### config.mk
export PLATFORM = sky130hd
export DESIGN_NAME = rr_channel_arbiter
export DESIGN_NICKNAME = d
export VERILOG_FILES = /design/src/rtl/rr_channel_arbiter.sv
export SDC_FILE = /design/constraint.sdc
export NUM_CORES = 1
export LEC_CHECK = 0
export CAP_MARGIN = 20
export CORE_ASPECT_RATIO = 1.5
export CORE_UTILIZATION = 38
export CTS_CLUSTER_DIAMETER = 150
export DETAILED_ROUTE_END_ITERATION = 10
export MAX_ROUTING_LAYER = met4
export PLACE_DENSITY = 0.73
export SETUP_SLACK_MARGIN = 0.15
export SLEW_MARGIN = 10
export SYNTH_ARGS = -nofsm -noshare
export SYNTH_HDL_FRONTEND = slang
export SYNTH_SLANG_ARGS = --single-unit
### constraint.sdc
create_clock -name clk -period 1.9 [get_ports clk]
set_clock_uncertainty 0.1 [all_clocks]
set_input_delay 0.38 -clock clk [delete_from_list [all_inputs] [get_ports clk]]
set_output_delay 0.38 -clock clk [all_outputs]
set_load 0.1 [all_outputs]
### src/rtl/rr_channel_arbiter.sv
// rr_channel_arbiter
//   Round-robin arbiter sharing one registered W-bit channel among four
//   requesters. Each grant lasts at most HOLD cycles and can end early on
//   the owner's done bit or on the owner dropping req. The channel data c
//   and valid follow grant/sel by one cycle.
//
//   state | meaning
//   IDLE  | no owner; grant=0000, sel=100
//   GRANT | source sel[1:0] owns the channel; cnt holds remaining cycles-1
//
// Ports
//   clk            system clock, rising edge
//   reset          synchronous active-low reset
//   req[3:0]       request per source
//   done[3:0]      early release, honoured for the current owner only
//   b0..b3 [W-1:0] source data
//   grant[3:0]     one-hot owner, 0000 when idle
//   sel[2:0]       owner index 000..011, 100 when idle
//   c[W-1:0]       registered channel data
//   valid          c carries data from a granted source
module rr_channel_arbiter #(
  parameter int HOLD = 4,
  parameter int W    = 4
) (
  input  logic         clk,
  input  logic         reset,
  input  logic [3:0]   req,
  input  logic [3:0]   done,
  input  logic [W-1:0] b0,
  input  logic [W-1:0] b1,
  input  logic [W-1:0] b2,
  input  logic [W-1:0] b3,
  output logic [3:0]   grant,
  output logic [2:0]   sel,
  output logic [W-1:0] c,
  output logic         valid
);

  typedef enum logic {IDLE = 1'b0, GRANT = 1'b1} state_t;

  localparam logic [3:0] CNT_RELOAD = 4'(HOLD - 1);
  localparam logic [2:0] SEL_IDLE   = 3'b100;

  state_t         state_q, state_d;
  logic [3:0]     grant_q, grant_d;
  logic [2:0]     sel_q, sel_d;
  logic [3:0]     cnt_q, cnt_d;
  logic [1:0]     last_q, last_d;
  logic [W-1:0]   c_q, c_d;
  logic           valid_q, valid_d;

  logic [1:0]     owner;
  logic [1:0]     pick;
  logic           end_grant;
  logic [W-1:0]   owner_data;

  // First requester after the pointer, wrapping. Since last always equals
  // the current owner while granting, this also gives "start at k+1" on a
  // handover and lets k win again only if it is the sole requester.
  function automatic logic [1:0] rr_pick(input logic [3:0] r, input logic [1:0] ptr);
    logic [1:0] idx;
    logic       found;
    rr_pick = ptr;
    found   = 1'b0;
    for (int i = 1; i <= 4; i++) begin
      idx = ptr + 2'(i);
      if (!found && r[idx]) begin
        rr_pick = idx;
        found   = 1'b1;
      end
    end
  endfunction

  assign owner     = sel_q[1:0];
  assign pick      = rr_pick(req, last_q);
  assign end_grant = (cnt_q == 4'd0) || done[owner] || !req[owner];

  always_comb begin
    owner_data = b0;
    case (owner)
      2'd0: owner_data = b0;
      2'd1: owner_data = b1;
      2'd2: owner_data = b2;
      2'd3: owner_data = b3;
      default: owner_data = b0;
    endcase
  end

  always_comb begin
    state_d = state_q;
    grant_d = grant_q;
    sel_d   = sel_q;
    cnt_d   = cnt_q;
    last_d  = last_q;
    c_d     = '0;
    valid_d = 1'b0;

    case (state_q)
      IDLE: begin
        if (req != 4'b0000) begin
          state_d = GRANT;
          grant_d = 4'b0001 << pick;
          sel_d   = {1'b0, pick};
          cnt_d   = CNT_RELOAD;
          last_d  = pick;
        end
      end
      GRANT: begin
        // data path samples the owner as it stands before this edge
        c_d     = owner_data;
        valid_d = 1'b1;
        if (end_grant) begin
          if (req != 4'b0000) begin
            grant_d = 4'b0001 << pick;
            sel_d   = {1'b0, pick};
            cnt_d   = CNT_RELOAD;
            last_d  = pick;
          end else begin
            state_d = IDLE;
            grant_d = 4'b0000;
            sel_d   = SEL_IDLE;
            cnt_d   = 4'd0;
          end
        end else begin
          cnt_d = cnt_q - 4'd1;
        end
      end
      default: begin
        state_d = IDLE;
        grant_d = 4'b0000;
        sel_d   = SEL_IDLE;
        cnt_d   = 4'd0;
      end
    endcase
  end

  always_ff @(posedge clk) begin
    if (!reset) begin
      state_q <= IDLE;
      grant_q <= 4'b0000;
      sel_q   <= SEL_IDLE;
      cnt_q   <= 4'd0;
      last_q  <= 2'd3;
      c_q     <= '0;
      valid_q <= 1'b0;
    end else begin
      state_q <= state_d;
      grant_q <= grant_d;
      sel_q   <= sel_d;
      cnt_q   <= cnt_d;
      last_q  <= last_d;
      c_q     <= c_d;
      valid_q <= valid_d;
    end
  end

  assign grant = grant_q;
  assign sel   = sel_q;
  assign c     = c_q;
  assign valid = valid_q;

endmodule

# Word level (Yosys, flattened, before mapping)
# Index checks and enable logic that the tools add are counted.
[word_totals]
regBits = 19
latch_bits = 0
mem_bits_rw = 0
romBits = 0
in_bits = 26
out_inout_bits = 12
wordCells = 76
n_memories = 0
[classes]
n_addsub = 4
mul = 0
div = 0
n_lt_le_gt_ge = 5
n_eq_ne = 5
shifts = 1
mux = 39
bitwise_logic = 1
reduce_logical = 14
[ops]
columns = ["operator", "count"]
rows = [
  ["2-to-1 mux 4 bit", 5],
  ["case mux 4 bit (2 select lines)", 2],
  ["case mux 4 bit (4 select lines)", 1],
  ["< comparator 2 x 3 -> 1 bit (second input constant)", 5],
  ["2-to-1 mux 2 bit", 7],
  ["binary-select mux 1 bit (select 2 bit)", 6],
  ["2-to-1 mux 1 bit", 12],
  ["2-to-1 mux 3 bit", 3],
  ["case mux 3 bit (2 select lines)", 1],
  ["adder 2 bit (second input constant)", 2],
  ["== test 2 bit (second input constant)", 2],
  ["zero test 1 bit", 4],
  ["zero test 4 bit", 1],
  ["case mux 2 bit (2 select lines)", 1],
  ["AND reduction 2 bit", 2],
  ["nonzero test 4 bit", 1],
  ["<< shifter 1 x 2 -> 4 bit (first input constant)", 1],
  ["subtractor 4 x 1 -> 4 bit (second input constant)", 1],
  ["logical AND 1 bit", 3],
  ["adder 2 x 1 -> 2 bit (second input constant)", 1],
  ["== test 2 x 1 -> 1 bit (second input constant)", 1],
  ["zero test 2 bit", 1],
  ["logical OR 1 bit", 2],
  ["inequality test 2 x 1 -> 1 bit (second input constant)", 1],
  ["3 further kinds", 3],
]

# Depth between registers and ports, before layout
# Gate-level depths: netlist (run 1).
[depth]
ltp_word = 17
ltp_mapped = 7
mapped_depth_nobuf = 6

# Worst setup path after synthesis (run 1)
# OpenSTA, ideal clock, no wires.
[synth_path]
path_type = "register to register"
from = "reg sel_q[1], in the netlist sel[1]"
to = "reg last_q[1]"
setup_ps = 121
arrival_ps = 2408
required_ps = 1679
path_slack_ps = -730
path_stages_with_launch = 5
n_path_buf = 1
cell_sequence = "dfxtp_1 > clkbuf_1 > mux4_2 > a31o_1 > mux2_4"
[synth_between]
elab_chain_cells = 5
[synth_rtl]
columns = ["element", "line_no", "text"]
rows = [
  ["start: declaration", "46", "logic [2:0] sel_q, sel_d;"],
  ["start signal: assignment", "149", "sel_q <= sel_d;"],
  ["binary-select mux 1 bit (select 2 bit)", "76", "assign end_grant = (cnt_q == 4'd0) || done[owner] || !req[owner];"],
  ["2-to-1 mux 1 bit (implied by the code)", "76", ""],
  ["logical OR 1 bit / zero test 1 bit (equally long branches)", "76", ""],
  ["logical OR 1 bit *", "76", ""],
  ["inequality test 2 x 1 -> 1 bit (no source line) *", "-", ""],
  ["end signal: assignment", "151", "last_q <= last_d;"],
  ["end: declaration", "48", "logic [1:0] last_q, last_d;"],
]
# Mark *: on every way between the ends. The rest lies on a longest branch, timed or not. The select of a mux whose other input is x is not followed.
# A chain may end at the register's enable or synchronous reset.

# Worst setup path in the final report (run 1)
[layout_path]
from = "reg cnt_q[0]"
to = "reg last_q[1]"
[layout_between]
elab_chain_cells = 4
[layout_rtl]
columns = ["element", "line_no", "text"]
rows = [
  ["start: declaration", "47", "logic [3:0] cnt_q, cnt_d;"],
  ["start signal: assignment", "150", "cnt_q <= cnt_d;"],
  ["zero test 4 bit", "76", ""],
  ["logical OR 1 bit (2 in a row)", "76", ""],
  ["inequality test 2 x 1 -> 1 bit (no source line)", "-", ""],
]
# No other way between the ends.

==> impl_metrics.yaml, run 1 <==
setup_path:
  r2r-end: "last_q[1]"
  cp_cell_sequence: "inv_4 -> ha_4 -> or3b_4 -> a31o_4 -> mux2_4"
  cp_slowest_cell: "or3b_4"
  crit_buf_inv: 1
  reg2reg_slack_ps: 170
  criticalPathCategory: "register to register"
  cp.arrival_ps: 1830
  worstSetupStartpointType: "register"
  critical_path_depth: 5
  reg2reg_depth: 5
  cpPeakStageDelay_ps: 420
  path_max_fanout: 6
  worst_setup_path_end_kind: "register"
  crit_family: "simple AND/OR/NAND/NOR gates"
  r2r_start: "cnt_q[0]"
  crit_required_ps: 2000
detailed_routing:
  ant_nets: 0
  via_per_inst: 5.72
  dr.first_iter.drc_count: 28
  drc: 12
  firstDrtPassIters: 7
  vias: 1013
  wl_per_cell_um: 16.0
  drt_wl_total_mm: 2.83
timing:
  slew_headroom_pct: 63.1
  fin_crit_sh_pct: 91.2
  tightest_slew_ps: 550
  max_freq_ghz: 0.577
  period_minus_slack_ps: 1730
  grt_setup_unrepaired: "yes"
  hold_violations: 0
  slew_violations: 0
  finalSetupViolations: 0
  fin_ws_ps: 166
pwr:
  power_density_nw_per_um2: 761
  peakVddDrop_uv: 643
  leakagePower_nw: 0.658
clock_network:
  cts_buffers: 3
  cts.clk_slew.worst_paths_ps: 100
  cts_tree: "yes"
  cts_sinks: 19
  cts-root-buf: "clkbuf_4"
  cts.path.max_buffers: 2
  cts_htree_levels: 1
  cts_hold_buf: 0
  clk_latency_ps: 300
logic_synthesis:
  synth_top_area_share_pct: 38.7
  synth_top_family_by_area: "simple AND/OR/NAND/NOR gates"
  synth-xor-area-share_pct: 0
  synth_area_leaders: "dfxtp_1 39%, mux4_2 11%, o32ai_1 4.5%"
  syn_avg_cell_area_um2: 9.74
  synth_top_cells_by_count: "19 x dfxtp_1, 9 x nand2_1"
  synth_seq_cells: 19
  synth_area_um2: 983
  async_flop_share_pct: 0
  ys_warn_count: 0
  synthFlopType: "dfxtp_1"
  synth_edf_count: 0
  synthSimpleGateAreaFrac_pct: 22.6
  yosysMostFrequentCell: "dfxtp_1"
  synthMuxAreaShare_pct: 14.0
  ys_seq_area_share_pct: 38.7
  synth_top_area_cell: "dfxtp_1"
  synth_cell_types: 35
  synth_compound_area_share_pct: 19.1
  syn-num-nets: 129
  netlist_instances: 101
  synthAdderAreaFrac_pct: 2.54
cells_and_area:
  multiInputGateArea_um2: 631
  nets: 182
  areaGrowthSynthToFinish_pct: 72.8
  drive_above_1_share_pct: 34.0
  n_fill_cell: 187
  fin_cells: 177
  final_cell_area_um2: 1700
  seqCellArea_um2: 393
  diodes: 0
floorplan:
  ios: 38
  die_x_um: 43.5
  die_area_um2: 2800
  rows: 22
  die_h_um: 64.3
  core_um2: 2450
  initial_utilization_pct: 40.1
grt:
  grtUsageMet1_pct: 19.6
  grt_overflow: 0
  track_usage_pct: 22.0
  grt_pass1_vias: 1035
  antenna_found_initial: 0
  grt_start_max_net_pins: 13
  top_usage_layer: "met2"
  use_met2_pct: 44.3
  grt_pass1_wl_mm: 4.49
  grt_use_met3_pct: 3.39
place:
  placed_cell_area_um2: 1580
  post-place-ws_ps: -346
  dp_hpwl_mm: 2.21
  dp.cells: 169
  port_buffers: 37
  place.gp.congestion: 0.893
worst_hold_path:
  hold_depth: 2
  worstHoldEndpoint: "cnt_q[3]"
  hold_path_class: "register to register"
  min_from: "cnt_q[3]"
run_status:
  status: "finished, violations left"
  failed_checks: "design-rule violations"
job:
  cap_violations: 0
[per-layer routing]
metal | wire, µm | part of all wire, %
met4 | 34 | 1.2
met1 | 944 | 33
met2 | 1690 | 60
met5 | 0 | 0
met3 | 167 | 5.9
[flip-flops by register name (all words and copies together) (netlist names)]
signal and count:
sel 3, grant 4, c 4, valid 1, state_q 1, last_q 2, cnt_q 4
[worst register-to-register path: cells and delay by family (launching register included)]
| kind | cells | cell delay, ps |
|---|---|---|
| simple gates | 1 | 420 |
| flops | 1 | 370 |
| compound gates | 1 | 290 |
| mux | 1 | 290 |
| fa+ha+maj | 1 | 100 |
| buf+inv | 1 | 60 |
[area by class of cell]
| type | instances | area share, % |
|---|---|---|
| multi-input cells | 74 | 37.1 |
| repair buffers | 53 | 35.6 |
| flip-flops and latches | 19 | 23.1 |
| well taps | 24 | 1.77 |
| clock buffers | 4 | 1.55 |
| inverters | 3 | 0.810 |
[layout by cell type (no fill, tap or decap), types with 2 or more instances in the layout]
cell	Yosys	routed
o21a_1	2	2
nor4_1	2	2
nand2b_1	5	5
buf_4	0	16
and2_1	5	5
nand2_1	9	9
o32ai_1	5	2
clkdlybuf4s15_1	0	4
o21ai_1	2	2
o32ai_2	0	3
nor2_1	4	4
a21o_1	2	2
clkbuf_4	0	3
mux4_2	5	5
nor2b_1	5	4
clkdlybuf4s50_1	0	17
buf_12	0	12
dfxtp_4	0	3
a31oi_1	3	3
dlygate4sd2_1	0	4
dfxtp_1	19	15
a21oi_1	5	5
[kinds of logic (layout without fill, tap and decap cells)]
logic type	count (synthesis)	after routing
AND/OR/NAND/NOR	39	39
AO/OA/AOI/OAI	26	26
flip-flops	19	19
buffers and inverters	8	60
multiplexers	7	7
adder cells (fa/ha/maj)	2	2
[where the power goes]
group	leakage, nW	internal, mW	total, mW	switching [mW]
logic	0.485	0.271	0.600	0.329
clock network	0.0150	0.0819	0.202	0.120
registers	0.159	0.440	0.491	0.0508
[how the worst max path moves through the flow]
stage	start	to	slack, ps
final	cnt_q[0]	last_q[1]	170
after global routing	cnt_q[0]	last_q[1]	120
after detailed placement	req[0]	last_q[1]	-350
after CTS	req[1]	last_q[1]	150
after global placement	req[3]	last_q[1]	-310
after floorplan	sel[1]	last_q[1]	-150
[what timing repair did]
| action | in CTS | in global routing |
|---|---|---|
| pin swaps | 1 | 2 |
| setup endpoints to repair | 13 | 10 |
| resized for setup | 13 | 14 |
| buffers inserted | 0 | 4 |
[per-stage QoR]
step                total power [mW]  TNS [ps]  hold WS (ps)  util, %
floorplan                      0.828      -403           359        -
global placement                1.05     -2710           379     64.6
detailed placement              1.07     -3330           385     64.6
CTS                             1.27         0           403     65.9
global route                    1.35         0           422     69.4
finish                          1.29         0           404     69.4
Power figures use the tool's default switching activity.
==> run 2: changes to the inputs <==
--- a/config.mk
+++ b/config.mk
@@ -13,6 +13,7 @@
 export MAX_ROUTING_LAYER = met4
 export PLACE_DENSITY = 0.73
 export SETUP_SLACK_MARGIN = 0.15
+export SKIP_LAST_GASP = 1
 export SLEW_MARGIN = 10
 export SYNTH_ARGS = -nofsm -noshare
 export SYNTH_HDL_FRONTEND = slang
==> results of run 2 <==
Same layout as run 1: the final DEF is identical, and so are final timing and power.
